### config.mk
export PLATFORM = sky130hd
export DESIGN_NAME = i3c_phy_filtered
export DESIGN_NICKNAME = d
export VERILOG_FILES = /design/src/rtl/i3c_phy_filtered.sv
export SDC_FILE = /design/constraint.sdc
export NUM_CORES = 1
export LEC_CHECK = 0
export CAP_MARGIN = 0
export CORE_MARGIN = 5
export CORE_UTILIZATION = 45
export DETAILED_ROUTE_END_ITERATION = 12
export PLACE_DENSITY = 0.71
export SLEW_MARGIN = 15
export SYNTH_ARGS = -nofsm -noshare
export SYNTH_HDL_FRONTEND = slang
export SYNTH_SLANG_ARGS = --single-unit
### constraint.sdc
create_clock -name clk_i -period 1.7 [get_ports clk_i]
set_input_delay 0.17 -clock clk_i [delete_from_list [all_inputs] [get_ports clk_i]]
set_output_delay 0.17 -clock clk_i [all_outputs]
set_load 0.03 [all_outputs]
### src/rtl/i3c_phy_filtered.sv
// I3C pad PHY: configurable-depth synchroniser, runtime spike filter, edge strobes, OD/PP drive.
// Defining I3C_PHY_STUCK_DETECT_EN adds the SCL stuck-low detector (stuck_o tied 0 otherwise).
module i3c_phy_filtered #(
  parameter int SyncStages  = 2,
  parameter int FiltCntW    = 4,
  parameter int StuckCycles = 65535
) (
  input  logic                clk_i,
  input  logic                rst_ni,
  input  logic                scl_i,
  output logic                scl_o,
  output logic                scl_en_o,
  input  logic                sda_i,
  output logic                sda_o,
  output logic                sda_en_o,
  input  logic                ctrl_scl_i,
  input  logic                ctrl_sda_i,
  input  logic                pp_mode_i,
  input  logic [FiltCntW-1:0] filt_len_i,
  output logic                ctrl_scl_o,
  output logic                ctrl_sda_o,
  output logic                scl_rise_o,
  output logic                scl_fall_o,
  output logic                sda_rise_o,
  output logic                sda_fall_o,
  output logic                stuck_o
);

  // Line index 0 is SCL, 1 is SDA throughout.
  logic [SyncStages-1:0]        scl_sync_q, scl_sync_d, sda_sync_q, sda_sync_d;
  logic [1:0]                   line_sync;
  logic [1:0]                   fv_q, fv_d, fv_prev_q, fv_prev_d;
  logic [1:0][FiltCntW-1:0]     cnt_q, cnt_d;
  logic [1:0]                   rise_q, rise_d, fall_q, fall_d;
  logic                         scl_en_q, scl_en_d, sda_en_q, sda_en_d, sda_out_q, sda_out_d;

  assign line_sync = {sda_sync_q[SyncStages-1], scl_sync_q[SyncStages-1]};

  always_comb begin
    scl_sync_d = {scl_sync_q[SyncStages-2:0], scl_i};
    sda_sync_d = {sda_sync_q[SyncStages-2:0], sda_i};
    fv_d       = fv_q;
    cnt_d      = cnt_q;
    for (int i = 0; i < 2; i++) begin
      if (line_sync[i] != fv_q[i]) begin
        // >= rather than == so a lowered filt_len_i still commits without wrapping cnt.
        if (cnt_q[i] >= filt_len_i) begin
          fv_d[i]  = line_sync[i];
          cnt_d[i] = '0;
        end else begin
          cnt_d[i] = cnt_q[i] + 1'b1;
        end
      end else begin
        cnt_d[i] = '0;
      end
    end
    fv_prev_d = fv_q;
    rise_d    = fv_q & ~fv_prev_q;
    fall_d    = ~fv_q & fv_prev_q;
    scl_en_d  = ~ctrl_scl_i;
    sda_en_d  = pp_mode_i | ~ctrl_sda_i;
    sda_out_d = pp_mode_i & ctrl_sda_i;
  end

  always_ff @(posedge clk_i or negedge rst_ni) begin
    if (!rst_ni) begin
      scl_sync_q <= '1;
      sda_sync_q <= '1;
      fv_q       <= '1;
      fv_prev_q  <= '1;
      cnt_q      <= '0;
      rise_q     <= '0;
      fall_q     <= '0;
      scl_en_q   <= 1'b0;
      sda_en_q   <= 1'b0;
      sda_out_q  <= 1'b0;
    end else begin
      scl_sync_q <= scl_sync_d;
      sda_sync_q <= sda_sync_d;
      fv_q       <= fv_d;
      fv_prev_q  <= fv_prev_d;
      cnt_q      <= cnt_d;
      rise_q     <= rise_d;
      fall_q     <= fall_d;
      scl_en_q   <= scl_en_d;
      sda_en_q   <= sda_en_d;
      sda_out_q  <= sda_out_d;
    end
  end

  assign scl_o      = 1'b0;
  assign scl_en_o   = scl_en_q;
  assign sda_o      = sda_out_q;
  assign sda_en_o   = sda_en_q;
  // Our own low drive is reported immediately instead of waiting for it to echo through the filter.
  assign ctrl_scl_o = fv_q[0] & ~scl_en_q;
  assign ctrl_sda_o = (sda_en_q && !sda_out_q) ? 1'b0 : fv_q[1];
  assign scl_rise_o = rise_q[0];
  assign scl_fall_o = fall_q[0];
  assign sda_rise_o = rise_q[1];
  assign sda_fall_o = fall_q[1];

`ifdef I3C_PHY_STUCK_DETECT_EN
  localparam int StuckW = $clog2(StuckCycles + 1);
  logic [StuckW-1:0] stuck_cnt_q, stuck_cnt_d;
  logic              stuck_q, stuck_d;

  always_comb begin
    stuck_cnt_d = '0;
    if (!fv_q[0]) begin
      stuck_cnt_d = (stuck_cnt_q == StuckW'(StuckCycles)) ? stuck_cnt_q : stuck_cnt_q + 1'b1;
    end
    stuck_d = !fv_q[0] && (stuck_cnt_d == StuckW'(StuckCycles));
  end

  always_ff @(posedge clk_i or negedge rst_ni) begin
    if (!rst_ni) begin
      stuck_cnt_q <= '0;
      stuck_q     <= 1'b0;
    end else begin
      stuck_cnt_q <= stuck_cnt_d;
      stuck_q     <= stuck_d;
    end
  end

  assign stuck_o = stuck_q;
`else
  assign stuck_o = 1'b0;
`endif

endmodule

=== After elaboration in Yosys (flattened, before gate mapping) ===
Cells that the tools add are included.

* Magnitude comparators: 2
* Mux-type cells: 5
* Reduce and logical (&&, ||, !) cells: 4
* $add $sub $neg: 2
* Bitwise gates (word level): 10
* Equality and inequality tests: 2

{| class="wikitable"
|+ Operator list
! cell !! count
|-
| $mux 4 || 4
|-
| $add 4x1->4 const B || 2
|-
| $ge 4x4->1 || 2
|-
| $and 2x2->2 || 2
|-
| $not 2->2 || 2
|-
| $reduce_and 2->1 || 2
|-
| $not 1->1 || 3
|-
| $and 1x1->1 || 2
|-
| $ne 1x1->1 || 2
|-
| $logic_and 1x1->1 || 1
|-
| $logic_not 1->1 || 1
|-
| $mux 1 || 1
|-
| $or 1x1->1 || 1
|}

* Input bits: 11
* Logic and storage cells: 37
* Bits in registers: 23
* Output and inout bits: 11

=== Depth between registers and ports, before layout ===
Gate-level depths: netlist of the first run.

* Depth after elaboration: 3
* Gate-level depth with buffers: 6
* Gate-level depth less buffers: 6

=== Worst setup path before layout of the first run ===
No wires, ideal clock.

* Path kind: reg-to-reg
* Start point: register cnt_q[0] (netlist bit)
* End point: register fv_q[0] (netlist: fv_prev_d[0])
* Cell stages (with the launch flop): 7
* Arrival: 1.522 ns
* Slack: 0.096 ns
* Buffers on the path: 0
* Setup time: 0.082 ns
* Required time: 1.618 ns
* Cells stage by stage: dfrtp_1 > inv_1 > ha_1 > nand2b_4 > a2111oi_4 > nor2_2 > mux2_4

* Word-level cells in the longest chain between the ends: 2

{| class="wikitable"
|+ Ends and longest elaborated chain
! element !! RTL line !! RTL
|-
| start, declared || 33 || <nowiki>logic [1:0][FiltCntW-1:0] cnt_q, cnt_d;</nowiki>
|-
| start signal, assigned || 82 || <nowiki>cnt_q <= cnt_d;</nowiki>
|-
| $ge 4x4->1 || 47 || <nowiki>if (cnt_q[i] >= filt_len_i) begin</nowiki>
|-
| $reduce_and 2->1 (no source line) || - ||
|-
| end signal, assigned || 80 || <nowiki>fv_q <= fv_d;</nowiki>
|-
| end, declared || 32 || <nowiki>logic [1:0] fv_q, fv_d, fv_prev_q, fv_prev_d;</nowiki>
|}

Every way passes these cells.
A chain may end at the register's enable or synchronous reset.

=== Worst setup path after layout of the first run ===
Ends and elaborated chain as after synthesis.

==> results.yml, run 1 <==
routing:
  vias_per_cell: 4.45
  drc_errors: 0
  routed-via-count: 619
  drt.antenna.violating_nets: 0
  route.final.wire_length_um: 1590
  avgRoutedWirePerCell_um: 11.5
  drtIter0Drc: 4
  detailedRoute.firstPassIterationCount: 2
setup_path:
  slack_of_the_worst_reg_to_reg_path_ns: 0.08
  worst_ep_required_time_ns: 1.94
  critical_path.endpoint_type: "register"
  timing.critical_path.arrival_ns: 1.87
  r2r-start: "cnt_q[0]$_DFF_PN0_"
  timing.critical_path.from_type: "register"
  crit_fanout: 2
  worst_r2r_endpoint: "fv_prev_d[0]$_DFFE_PN1P_"
  crit_type: "reg -> reg"
  ff2ff_path_depth: 6
status:
  outcome: "finished clean"
cts:
  cts.htree.levels: 1
  cts_root_buffer: "sky130_fd_sc_hd__clkbuf_4"
  clkSlewWorstSetupHoldPaths_ns: 0.12
  holdBufCountCts: 0
  cts_inserted_buffers: 3
  clk_latency_ns: 0.30
  cts-root-to-sink-buffers: 2
  tritoncts: "yes"
  clock_sink_count: 23
die:
  die_h_um: 58.6
  fp-row-count: 17
  die-area_sq_mm: 0.00344
  floorplan.initialDensity_pct: 47.7
  design.core.area_sq_mm: 0.00223
  floorplan.io_pins: 22
  die_width_um: 58.6
yosys:
  yosys_register_bits: 23
  syn_avg_cell_area_sq_um: 12.8
  synth_cells: 83
  netlist_area_sq_mm: 0.00106
  ys.flop_type: "sky130_fd_sc_hd__dfrtp_1"
  synth_seq_area_share_pct: 55.0
  yosysWarnings: 0
  synth_enable_flop_cells: 0
  asyncSetResetFlopFracSynth_pct: 100
  yosys.cell_types.count: 20
finish:
  layout-area-overhead-vs-synth_pct: 26.7
  final_core_util_pct: 60.4
  nFillCells: 199
  drive_above_1_share_pct: 23.4
  antennaDiodeCount: 0
  layout.nets: 133
place:
  routabilityCongestion: 0.666
  dp_hpwl_um: 1250
  post-place-ws_ns: -0.250
  port_buffers: 19
timing:
  fin_setup_tns_ns: 0
  hold_viol_final: 0
  final_period_minus_worst_setup_slack_ns: 1.62
  timing.final.crit_share_pct: 95.4
  fin_worst_setup_slack_ns: 0.0788
  final.setup_skew_ns: 0.00223
  finalSetupViolCount: 0
  achievable-frequency_mhz: 617
  maxSlewViolCount: 0
  rsz0062_at_grt: "false"
grt:
  first_global_vias: 742
  grt_first_pass_wirelength_um: 3080
  overflow: 0
  grt_antenna_before_repair: 0
  global_route.usage.total_pct: 12.1
  grt_start_max_net_pins: 24
run:
  timing.max_cap.violations: 0
power_and_ir_drop:
  power_density_mw_per_mm2: 1420
  peakVddDrop_mv: 0.783
  leakage_power_of_the_design_nw: 0.642
min_path:
  min_path_type: "in -> async"
how the worst max path moves through the flow:
stage,start,to,slack (ns)
4_1_cts,cnt_q[4]$_DFF_PN0_,cnt_q[5]$_DFF_PN0_,0.002
3_5_place_dp,filt_len_i[0],cnt_q[5]$_DFF_PN0_,-0.25
3_3_place_gp,filt_len_i[0],cnt_q[7]$_DFF_PN0_,-0.18
6_report,cnt_q[0]$_DFF_PN0_,fv_prev_d[0]$_DFFE_PN1P_,0.08
5_1_grt,fv_prev_d[0]$_DFFE_PN1P_,ctrl_scl_o,0.004
2_1_floorplan,cnt_q[0]$_DFF_PN0_,fv_prev_d[0]$_DFFE_PN1P_,0.1
report_power, final:
group          total (mW)  leakage, nW  switching, mW  internal, mW
registers           0.807        0.278         0.0725         0.734
logic               0.864        0.347          0.422         0.443
clock network       0.248       0.0177          0.160        0.0877
total                1.92        0.642          0.654          1.26
cells in the mapped netlist (2+ instances only):
cell,n,share of area (%)
sky130_fd_sc_hd__a2111oi_4,2,5.2
sky130_fd_sc_hd__buf_4,2,1.4
sky130_fd_sc_hd__dfrtp_1,15,35
sky130_fd_sc_hd__dfstp_2,8,20
sky130_fd_sc_hd__ha_1,10,12
sky130_fd_sc_hd__inv_1,9,3.2
sky130_fd_sc_hd__mux2_4,2,2.8
sky130_fd_sc_hd__nand2b_4,2,2.6
sky130_fd_sc_hd__nand3_1,2,0.94
sky130_fd_sc_hd__nor2_1,10,3.5
sky130_fd_sc_hd__nor2_2,2,1.2
sky130_fd_sc_hd__nor2b_1,5,2.9
sky130_fd_sc_hd__o21a_1,2,1.4
sky130_fd_sc_hd__o21ai_0,2,0.94
sky130_fd_sc_hd__xnor2_1,2,1.6
sky130_fd_sc_hd__xor2_1,4,3.3
registers in the layout (all words and copies together), names as in the netlist:
name and count:
scl_en_o 1, fv_prev_q 2, sda_en_o 1, fall_q 2, sda_sync_q 2, cnt_q 8, fv_prev_d 2, rise_q 2
sda_o 1, scl_sync_q 2
cells in the final DEF (no fill, tap or decap), types with 2 or more instances in the layout:
cell                              count
sky130_fd_sc_hd__clkdlybuf4s50_1     17
sky130_fd_sc_hd__dfrtp_1             15
sky130_fd_sc_hd__nor2_1              10
sky130_fd_sc_hd__ha_1                10
sky130_fd_sc_hd__inv_1                9
sky130_fd_sc_hd__dfstp_2              8
sky130_fd_sc_hd__buf_4                6
sky130_fd_sc_hd__nor2b_1              5
sky130_fd_sc_hd__xor2_1               4
sky130_fd_sc_hd__clkbuf_4             3
sky130_fd_sc_hd__nand2b_4             2
sky130_fd_sc_hd__a2111oi_4            2
sky130_fd_sc_hd__o21a_1               2
sky130_fd_sc_hd__o21ai_1              2
sky130_fd_sc_hd__xnor2_1              2
sky130_fd_sc_hd__nand3_1              2
sky130_fd_sc_hd__nor2_2               2
sky130_fd_sc_hd__mux2_4               2
sky130_fd_sc_hd__conb_1               2
sky130_fd_sc_hd__dlygate4sd2_1        2
cells by family after synthesis:
logic type | Yosys count | share of synthesized area [%]
flip-flops | 23 | 55.0
AND/OR/NAND/NOR | 23 | 12.3
buffers and inverters | 11 | 4.58
adder cells (fa/ha/maj) | 10 | 11.8
AO/OA/AOI/OAI | 7 | 8.23
XOR/XNOR | 6 | 4.94
multiplexers | 2 | 2.82
other | 1 | 0.352
worst max-delay path, stage by stage (launching register included):
cell	delay, ns
sky130_fd_sc_hd__dfrtp_1	0.36
sky130_fd_sc_hd__inv_1	0.05
sky130_fd_sc_hd__ha_1	0.26
sky130_fd_sc_hd__nand2b_4	0.15
sky130_fd_sc_hd__a2111oi_4	0.37
sky130_fd_sc_hd__nor2_2	0.08
sky130_fd_sc_hd__mux2_4	0.30
layout make-up:
type | instances | area, sq um | share of cell area, %
tap | 28 | 35.0 | 2.60
timing repair buffer | 25 | 233 | 17.3
multi-input combinational | 50 | 434 | 32.2
clock buffer | 3 | 22.5 | 1.67
inverter | 9 | 33.8 | 2.50
clock inverter | 1 | 5.00 | 0.371
sequential | 23 | 586 | 43.4
layer usage:
layer	GRT usage (%)	wire length (um)	vias up
met2	20.7	759	17
met3	3.95	122	2
met1	13.5	702	282
met5	0	0	-
met4	5.83	10	0
li1	-	-	318
per-stage QoR:
step                power [mW]  hold WS [ns]  std cells  instance area [sq um]
detailed placement        1.69         0.347        134                   1320
floorplan                 1.37        -0.126         84                   1070
global placement          1.65         0.346        134                   1320
finish                    1.92         0.193        139                   1350
CTS                       1.93         0.189        138                   1340
global route              2.09         0.190        139                   1350
repair_timing:
action / 4_1_cts / 5_1_grt
pin swaps: 0 / 1
resized for setup: 2 / 2
endpoints found under the hold margin: 0 / 0
setup buffers: 0 / 1
endpoints found under the setup margin: 2 / 9
Note: power is estimated with default switching activity, not from simulation.
==> run 2: changes to the inputs <==
--- a/config.mk
+++ b/config.mk
@@ -5,9 +5,10 @@
 export SDC_FILE = /design/constraint.sdc
 export NUM_CORES = 1
 export LEC_CHECK = 0
-export CAP_MARGIN = 0
+export CAP_MARGIN = 20
 export CORE_MARGIN = 5
 export CORE_UTILIZATION = 45
+export CTS_CLUSTER_SIZE = 14
 export DETAILED_ROUTE_END_ITERATION = 12
 export PLACE_DENSITY = 0.71
 export SLEW_MARGIN = 15
==> results of run 2 <==
No change in the layout: final DEF, timing and power equal those of run 1.
==> run 3: changes to the inputs <==
--- a/config.mk
+++ b/config.mk
@@ -10,8 +10,7 @@
 export CORE_UTILIZATION = 45
 export CTS_CLUSTER_SIZE = 14
 export DETAILED_ROUTE_END_ITERATION = 12
-export PLACE_DENSITY = 0.71
-export SLEW_MARGIN = 15
+export PLACE_DENSITY = 0.72
 export SYNTH_ARGS = -nofsm -noshare
 export SYNTH_HDL_FRONTEND = slang
 export SYNTH_SLANG_ARGS = --single-unit
==> results.yml, run 3 (synthesized netlist as in run 1, its figures left out) <==
setup_path:
  crit_fanout: 6
  slack_of_the_worst_reg_to_reg_path_ns: 0.08
  crit_type: "reg -> out"
  crit_buf_inv: 1
  longest_individual_stage_delay_on_the_worst_path_ns: 0.61
  critical-path-top-delay-family: "flip-flops"
  critical_path.endpoint_type: "output pin"
  timing.critical_path.cells: "nor2b_1 > dlygate4sd2_1"
  timing.critical_path.from_type: "register"
  critical-path-slowest-cell: "sky130_fd_sc_hd__dfstp_2"
  timing.critical_path.arrival_ns: 1.46
  worst_ep_required_time_ns: 1.53
power_and_ir_drop:
  p_switching_uw: 650
  pwr-share-comb_pct: 43.6
  internal_power_mw: 1.25
  leakage_power_of_the_design_nw: 0.634
  peakVddDrop_mv: 0.729
  totalPowerFinal_mw: 1.90
  switching_share_pct: 34.2
  power_frac_clock_pct: 13.0
  power_density_mw_per_mm2: 1410
  share_seq_of_total_power_pct: 43.3
timing:
  finalSetupViolCount: 0
  final.setup_skew_ns: 0.00110
  rsz0062_at_grt: "false"
  hold_viol_final: 0
  fin_worst_setup_slack_ns: 0.0660
  timing.final.crit_share_pct: 96.1
  maxSlewViolCount: 0
  final_period_minus_worst_setup_slack_ns: 1.63
  achievable-frequency_mhz: 612
  timing.hold.ws_ns: 0.191
die:
  floorplan.initialDensity_pct: 47.7
  floorplan.io_pins: 22
  design.core.area_sq_mm: 0.00223
  fp-row-count: 17
  die_h_um: 58.6
  die_width_um: 58.6
  die-area_sq_mm: 0.00344
cts:
  clkSlewWorstSetupHoldPaths_ns: 0.12
  holdBufCountCts: 0
  tritoncts: "yes"
  clock_sink_count: 23
  cts_inserted_buffers: 3
  cts.htree.levels: 1
  cts-root-to-sink-buffers: 2
  cts_root_buffer: "sky130_fd_sc_hd__clkbuf_4"
  clk_latency_ns: 0.30
place:
  routabilityCongestion: 0.764
  port_buffers: 19
  placedInstanceArea_sq_mm: 0.00132
  post-place-ws_ns: -0.277
  dp_hpwl_um: 1360
  placed_cells_incl_taps: 134
grt:
  grt_first_pass_wirelength_um: 2950
  overflow: 0
  grt_antenna_before_repair: 0
  global_route.usage.total_pct: 11.3
  grt_start_max_net_pins: 24
  first_global_vias: 710
routing:
  drc_errors: 0
  avgRoutedWirePerCell_um: 12.2
  routed-via-count: 642
  detailedRoute.firstPassIterationCount: 2
  route.final.wire_length_um: 1690
  vias_per_cell: 4.65
  drt.antenna.violating_nets: 0
  drtIter0Drc: 2
finish:
  antennaDiodeCount: 0
  multiInputGateArea_sq_um: 438
  registers.top_by_ff_count: "cnt_q"
  fin_cells: 138
  drive_above_1_share_pct: 22.7
  layout.nets: 132
  layout.area.seq_sq_um: 586
  layout.cells.most_common: "sky130_fd_sc_hd__clkdlybuf4s50_1"
  nFillCells: 190
  largest_register_ff_count: 8
  most_frequent_cells_in_the_layout: "sky130_fd_sc_hd__clkdlybuf4s50_1, sky130_fd_sc_hd__dfrtp_1, sky130_fd_sc_hd__nor2_1, sky130_fd_sc_hd__ha_1, sky130_fd_sc_hd__inv_1"
  layout-area-overhead-vs-synth_pct: 26.3
  final_design_area_no_fill_sq_mm: 0.00135
status:
  outcome: "finished clean"
min_path:
  min_path_type: "in -> async"
run:
  timing.max_cap.violations: 0
-- run 3: changes by cell type in the layout (fill, tap and decap cells not counted), sizes merged --
cell           delta
buf               -1
clkbuf            +1
clkdlybuf4s15     +1
clkinv            -1
dlygate4sd2       -1
-- run 3: repair_timing --
action	in CTS	in global routing
setup buffers	0	0
resized for setup	3	3
gates cloned	0	0
setup endpoints to repair	3	8
pin swaps	0	2
-- run 3: metrics by stage --
step	utilization [%]	TNS (ns)
after detailed placement	58.9	-2.07
after global routing	60.2	0
final	60.2	0
after floorplan	-	0
after global placement	58.9	-1.66
after CTS	60.0	0
-- run 3: path summary, 6_finish.rpt --
kind / from / endpoint / depth (start not counted)
hold reg to reg: scl_sync_q[0]$_DFF_PN1_ / scl_sync_q[1]$_DFF_PN1_ / 0
hold / removal: rst_ni / rise_q[0]$_DFF_PN0_ / 2
setup reg to reg: cnt_q[1]$_DFF_PN0_ / fv_prev_d[0]$_DFFE_PN1P_ / 4
min in group clk_i: sda_i / sda_sync_q[0]$_DFF_PN1_ / 1
setup / recovery: fv_prev_d[0]$_DFFE_PN1P_ / ctrl_scl_o / 2
max in group asynchronous: rst_ni / fv_prev_q[1]$_DFF_PN1_ / 2
-- run 3: layout make-up --
class                      count  share of cell area (%)
timing repair buffer          24                    16.8
inverter                       9                    2.51
clock buffer                   4                    1.95
sequential                    23                    43.5
multi-input combinational     50                    32.6
tap                           28                    2.60
-- run 3: power by group through the flow --
stage,registers [mW],clock network (mW),logic (mW)
final,0.822,0.247,0.828
after global placement,0.832,0,0.809
after detailed placement,0.837,0,0.829
after floorplan,0.941,0,0.434
after global routing,0.844,0.280,0.904
after CTS,0.826,0.257,0.827
-- run 3: routing by layer --
metal | global-route usage [%] | part of all wire (%) | vias to the layer above
met2 | 19.9 | 50 | 19
met5 | 0 | 0 | -
met4 | 3.88 | 0.95 | 0
met1 | 12.3 | 42 | 308
met3 | 4.39 | 7.6 | 2
li1 | - | - | 313
